<file path="src/rtl/dld_seg_pkg.sv">
// Shared seven-segment constants, message character codes and scroller FSM states.
// Segment vectors are indexed [0:6] = a..g, active-low.
package dld_seg_pkg;

   localparam logic [0:6] SEG_0     = 7'b0000001;
   localparam logic [0:6] SEG_1     = 7'b1001111;
   localparam logic [0:6] SEG_E     = 7'b0110000;
   localparam logic [0:6] SEG_d     = 7'b1000010;
   localparam logic [0:6] SEG_BLANK = 7'b1111111;

   localparam int MSG_LEN = 8;

   typedef enum logic [2:0] {
      CH_D     = 3'd0,
      CH_E     = 3'd1,
      CH_1     = 3'd2,
      CH_0     = 3'd3,
      CH_BLANK = 3'd4
   } char_t;

   typedef enum logic [1:0] {
      ST_INIT  = 2'd0,
      ST_RUN   = 2'd1,
      ST_PAUSE = 2'd2
   } state_t;

   // Fixed message "dE10" followed by four blanks.
   function automatic char_t msg_char(input logic [2:0] idx);
      case (idx)
         3'd0:    return CH_D;
         3'd1:    return CH_E;
         3'd2:    return CH_1;
         3'd3:    return CH_0;
         default: return CH_BLANK;
      endcase
   endfunction

   function automatic logic [0:6] char_seg(input char_t ch);
      case (ch)
         CH_D:    return SEG_d;
         CH_E:    return SEG_E;
         CH_1:    return SEG_1;
         CH_0:    return SEG_0;
         default: return SEG_BLANK;
      endcase
   endfunction

endpackage

</file>
<file path="src/rtl/key_pulse.sv">
// Two-flop synchroniser plus falling-edge detector for one active-low pushbutton.
// A press produces a single one-cycle pulse no matter how long it is held.
module key_pulse (
   input  logic CLOCK_50,
   input  logic rst_n,
   input  logic key,
   output logic pulse
);

   logic sync1;
   logic sync2;
   logic sync2_d;

   // Synchronisers reset to the released level so reset itself never looks like a press.
   always_ff @(posedge CLOCK_50 or negedge rst_n) begin
      if (!rst_n) begin
         sync1   <= 1'b1;
         sync2   <= 1'b1;
         sync2_d <= 1'b1;
      end else begin
         sync1   <= key;
         sync2   <= sync1;
         sync2_d <= sync2;
      end
   end

   assign pulse = sync2_d & ~sync2;

endmodule

</file>
<file path="src/rtl/hex_scroll_controller.sv">
// Scrolls the 8-character message across HEX3..HEX0 with pause, direction and
// four speed levels driven from KEY[3:1]; KEY[0] is the async active-low reset.
module hex_scroll_controller
   import dld_seg_pkg::*;
#(
   parameter int TICK_DIV = 50_000_000
) (
   input  logic       CLOCK_50,
   input  logic [3:0] KEY,
   output logic [0:6] HEX3,
   output logic [0:6] HEX2,
   output logic [0:6] HEX1,
   output logic [0:6] HEX0
);

   localparam int CW = $clog2(TICK_DIV);

   logic          rst_n;
   logic          pause_p;
   logic          dir_p;
   logic          speed_p;
   logic [CW-1:0] presc;
   logic [1:0]    speed;
   logic [31:0]   period;
   logic          tick;
   state_t        state;
   state_t        state_next;
   logic [2:0]    pos;
   logic [2:0]    pos_next;
   logic          dir;
   logic          dir_next;
   logic          blink;
   logic          blink_next;
   logic          blank_all;

   assign rst_n = KEY[0];

   key_pulse u_pause (.CLOCK_50(CLOCK_50), .rst_n(rst_n), .key(KEY[1]), .pulse(pause_p));
   key_pulse u_dir   (.CLOCK_50(CLOCK_50), .rst_n(rst_n), .key(KEY[2]), .pulse(dir_p));
   key_pulse u_speed (.CLOCK_50(CLOCK_50), .rst_n(rst_n), .key(KEY[3]), .pulse(speed_p));

   // A speed change restarts the prescaler and suppresses that cycle's tick.
   assign period = 32'(TICK_DIV) >> speed;
   assign tick   = (presc == CW'(period - 32'd1)) && !speed_p;

   always_ff @(posedge CLOCK_50 or negedge rst_n) begin
      if (!rst_n) begin
         presc <= '0;
         speed <= 2'd0;
      end else if (speed_p) begin
         presc <= '0;
         speed <= speed + 2'd1;
      end else if (tick) begin
         presc <= '0;
      end else begin
         presc <= presc + CW'(1);
      end
   end

   always_ff @(posedge CLOCK_50 or negedge rst_n) begin
      if (!rst_n) begin
         state <= ST_INIT;
         pos   <= 3'd0;
         dir   <= 1'b0;
         blink <= 1'b0;
      end else begin
         state <= state_next;
         pos   <= pos_next;
         dir   <= dir_next;
         blink <= blink_next;
      end
   end

   // Pause beats a coincident tick; a step always uses the direction held before this cycle.
   always_comb begin
      state_next = state;
      pos_next   = pos;
      dir_next   = dir;
      blink_next = blink;
      unique case (state)
         ST_INIT: begin
            if (tick) state_next = ST_RUN;
         end
         ST_RUN: begin
            if (dir_p) dir_next = ~dir;
            if (pause_p) begin
               state_next = ST_PAUSE;
               blink_next = 1'b0;
            end else if (tick) begin
               pos_next = dir ? pos - 3'd1 : pos + 3'd1;
            end
         end
         ST_PAUSE: begin
            if (dir_p) dir_next = ~dir;
            if (pause_p) begin
               state_next = ST_RUN;
               blink_next = 1'b0;
            end else if (tick) begin
               blink_next = ~blink;
            end
         end
         default: state_next = ST_INIT;
      endcase
   end

   assign blank_all = (state == ST_INIT) || ((state == ST_PAUSE) && blink);

   always_ff @(posedge CLOCK_50 or negedge rst_n) begin
      if (!rst_n) begin
         HEX3 <= SEG_BLANK;
         HEX2 <= SEG_BLANK;
         HEX1 <= SEG_BLANK;
         HEX0 <= SEG_BLANK;
      end else if (blank_all) begin
         HEX3 <= SEG_BLANK;
         HEX2 <= SEG_BLANK;
         HEX1 <= SEG_BLANK;
         HEX0 <= SEG_BLANK;
      end else begin
         HEX3 <= char_seg(msg_char(pos));
         HEX2 <= char_seg(msg_char(pos + 3'd1));
         HEX1 <= char_seg(msg_char(pos + 3'd2));
         HEX0 <= char_seg(msg_char(pos + 3'd3));
      end
   end

endmodule

</file>
<file path="config.mk">
export PLATFORM = sky130hd
export DESIGN_NAME = hex_scroll_controller
export DESIGN_NICKNAME = d
export VERILOG_FILES = /design/src/rtl/dld_seg_pkg.sv /design/src/rtl/key_pulse.sv /design/src/rtl/hex_scroll_controller.sv
export SDC_FILE = /design/constraint.sdc
export NUM_CORES = 1
export LEC_CHECK = 0
export ABC_AREA = 0
export BUFFER_PORTS_ARGS = -buffer_cell sky130_fd_sc_hd__buf_4
export CAP_MARGIN = 20
export CORE_UTILIZATION = 40
export CTS_CLUSTER_SIZE = 16
export DETAILED_ROUTE_END_ITERATION = 6
export GPL_TIMING_DRIVEN = 0
export HOLD_SLACK_MARGIN = 0.15
export SETUP_SLACK_MARGIN = 0.2
export SYNTH_ARGS = -nofsm -noshare
export SYNTH_HDL_FRONTEND = slang
export SYNTH_SLANG_ARGS = --single-unit
</file>
<file path="constraint.sdc">
create_clock -name CLOCK_50 -period 3 [get_ports CLOCK_50]
set_clock_uncertainty 0.15 [all_clocks]
set_input_delay 0.15 -clock CLOCK_50 [delete_from_list [all_inputs] [get_ports CLOCK_50]]
set_output_delay 0.15 -clock CLOCK_50 [all_outputs]
set_load 0.01 [all_outputs]
</file>
==> metrics.md <==
| Metric | Value |
|---|---|
| Syn nets | 341 |
| Detail Placement HPWL | 4.32 mm |
| Critical path required time | 3.07 ns |
| Worst hold-check path type | register to register |
| Vias per cell | 4.90 |
| Core area | 0.00785 mm2 |
| Static Leakage | 1.67 nW |
| First-pass GRT wire length | 10.3 mm |
| Slew margin rel. | 46.2% |
| Tcrit/Tclk final | 87.2% |
| Max Slew Vio Count | 0 |
| Sw Share | 29.2% |
| WHS | 0.207 ns |
| Tot GR Track Use | 15.7% |
| Number of global-route vias before repair | 2,147 |
| CP peak stage delay | 0.58 ns |
| Predominant post-synthesis flop cell | dfrtp_1 |
| Cell type with the largest total area after synthesis | dfrtp_1 |
| Switching pwr | 0.600 mW |
| TritonCTS Buffers | 9 |
| P&R area growth vs syn | 20.3% |
| TritonRoute pass-1 iters | 4 |
| CP Launch Type | register |
| Die W | 92.7 um |
| CP Capture Type | register |
| Die height | 92.7 um |
| Cell variety after synth | 49 |
| Clock network power share | 37.0% |
| Final Hold Vio Count | 0 |
| Post-synthesis cell area | 0.00329 mm2 |
| Largest net degree at the start of global routing | 61 |
| Worst-path cell chain | inv_1, ha_1, nand2b_1, nand4_1, or4_4, o31ai_4, buf_4, buf_6, nor2_1 |
| # clock sinks | 60 |
| Max_cap viols | 0 |
| GP Congestion | 0.802 |
| Post-synth EDFFs | 0 |
| Synthesized instance count | 311 |
| Nets | 391 |
| Starting Density | 41.9% |
| Diode count | 0 |
| Final number of setup-violating endpoints | 0 |
| Final Non-Filler Cells | 468 |
| Post-DR wirelength/cell | 13.1 um |
| Final instance area | 0.00396 mm2 |
| Clock transition at the registers of the reported paths | 0.07 ns |
| Synthesized flop and latch total | 60 |
| VDD IR max | 0.302 mV |
| Sequential share of power | 44.5% |
| Die area | 0.00860 mm2 |
| Post-place instance area | 0.00366 mm2 |
| Sequential element share of the synthesized area | 46.6% |
| Clock tree buffer depth | 2 |
| # IOs | 33 |
| Vias | 2,295 |
| Site Rows | 32 |
| GRT overflow | 0 |
| Avg Cell Area, Syn | 10.6 um2 |
| RSZ-0062 raised after global routing | false |
| Initial DRC count | 105 |
| Yosys Warn Count | 0 |
| Antenna violations before repair | 0 |
| DRC viols | 0 |
| Critical-path maximum fanout | 10 |
| Inst Count DP | 445 |
| Yosys top cell area share | 26.6% |
| Maximum clock frequency | 382 MHz |
| Arrival time at the worst endpoint | 2.69 ns |
| Pwr/cell area | 518 mW/mm2 |
| Routed Antenna Nets | 0 |
| Total internal power | 1.45 mW |
| Ys async rst share | 100% |
| Commonest non-fill, non-tap cell in the layout | buf_4 |
| Clk_lat worst skew | 0.34 ns |
| Tightest Pin Transition | 0.800 ns |
| Total negative slack | 0 ns |
| Crit path time final | 2.62 ns |
| Critical-path top delay cell | or4_4 |
| Clk root buf | clkbuf_8 |
| Status | finished clean |
| CTS tree | yes |
| Top post-synthesis cells by area | dfrtp_1 (27%), dfstp_2 (20%), ha_1 (9.5%) |
| Logic pwr share | 18.4% |
| Ratio of cells with drive above 1 in the final layout | 29.8% |
| H-tree Lvls | 3 |
| Critical path type | register to register |
| Routed WL | 6.11 mm |
| Most frequent cells in the layout | buf_4 (47), nor2_1 (39), dfrtp_1 (33) |
| I/O Buffers | 32 |
==> Yosys cell counts (all sizes together) (3+ instances only) <==
library cell / n
nor2b: 4
nand2b: 6
and3: 3
nand4: 12
a21oi: 6
mux2: 3
nor2: 39
dfstp: 25
nor4: 7
buf: 17
xnor2: 19
inv: 11
nand2: 23
ha: 25
dfrtp: 35
nand3: 9
nor3: 7
o21ai: 8
o211ai: 5
and3b: 4
xor2: 14
==> critical path: cells and delay by family (launching register included) <==
family / cells / cell delay [ns]
buffers and inverters: 3 / 0.51
AO/OA/AOI/OAI: 1 / 0.24
AND/OR/NAND/NOR: 4 / 0.89
adder cells (fa/ha/maj): 1 / 0.24
flip-flops: 1 / 0.46
==> what timing repair did <==
action | in CTS | in global routing
gates resized for setup | 0 | 5
endpoints found under the hold margin | 46 | 0
hold buffers | 4 | 0
setup endpoints to repair | 21 | 29
pin swaps | 1 | 0
cloned | 0 | 0
buffers inserted | 3 | 0
==> power by group through the flow <==
stage                     clock, mW  combinational [mW]  sequential, mW
after floorplan                   0               0.271           0.911
after global placement            0               0.342           0.923
after detailed placement          0               0.349           0.926
after CTS                     0.784               0.359           0.911
after global routing          0.820               0.425           0.923
final                         0.760               0.378           0.914
==> sequential cells by signal, indices dropped and copies added, names as in the netlist <==
name,count
presc,26
HEX0,4
HEX1,4
HEX2,4
HEX3,4
pos,3
speed,2
state,2
blink,1
dir,1
u_dir.sync1,1
u_dir.sync2,1
u_dir.sync2_d,1
u_pause.sync1,1
u_pause.sync2,1
u_pause.sync2_d,1
u_speed.sync1,1
u_speed.sync2,1
u_speed.sync2_d,1
==> cells by family (layout without fill, tap and decap cells) <==
| kind of cell | Yosys count | after routing | share of synthesized area [%] |
|---|---|---|---|
| AOI/OAI and AO/OA | 33 | 33 | 7.37 |
| and+or+nand+nor | 126 | 126 | 20.7 |
| muxes | 5 | 5 | 1.63 |
| adders and majority gates | 25 | 25 | 9.50 |
| xor gates and xnor gates | 33 | 33 | 8.78 |
| DFF | 60 | 60 | 46.6 |
| buffers and inverters | 29 | 84 | 5.44 |
==> stage by stage <==
step / setup slack (ns) / util [%] / total power, mW
after floorplan: 0.564 / - / 1.18
after global placement: 0.120 / 46.6 / 1.26
after detailed placement: 0.111 / 46.6 / 1.27
after CTS: 0.0965 / 50.1 / 2.05
after global routing: 0.224 / 50.5 / 2.17
final: 0.385 / 50.5 / 2.05
==> area by class of cell <==
class                           instances  area, um2
Buffer                                 18        138
Clock buffer                           11        151
Clock inverter                          5       60.1
Fill cell                             728       3890
Inverter                               11       41.3
Multi-Input combinational cell        222       1610
Sequential cell                        60       1540
Tap cell                              102        128
Timing Repair Buffer                   39        303
==> worst paths after layout <==
| path | start | end | slack [ns] | cells after the start |
|---|---|---|---|---|
| worst max-delay path | speed[0]$_DFFE_PN0P_ | presc[7]$_DFF_PN0_ | 0.38 | 9 |
| worst min-delay path | u_dir.sync1$_DFF_PN1_ | u_dir.sync2$_DFF_PN1_ | 0.21 | 0 |
| worst max register to register | speed[0]$_DFFE_PN0P_ | presc[7]$_DFF_PN0_ | 0.38 | 9 |
| worst min register to register | u_dir.sync1$_DFF_PN1_ | u_dir.sync2$_DFF_PN1_ | 0.21 | 0 |
| max in group asynchronous | KEY[0] | speed[1]$_DFFE_PN0P_ | 1.93 | 2 |
| min in group asynchronous | KEY[0] | presc[19]$_DFF_PN0_ | 0.25 | 2 |
==> metal layers <==
metal / global-route usage, % / share of wire [%] / up-vias
met2: 23.8 / 46 / 46
met1: 21.5 / 49 / 1081
met4: 5.38 / 1.3 / 0
met5: 0 / 0 / -
li1: - / - / 1161
met3: 4.43 / 3.9 / 7
(Power assumes the default switching activity.)
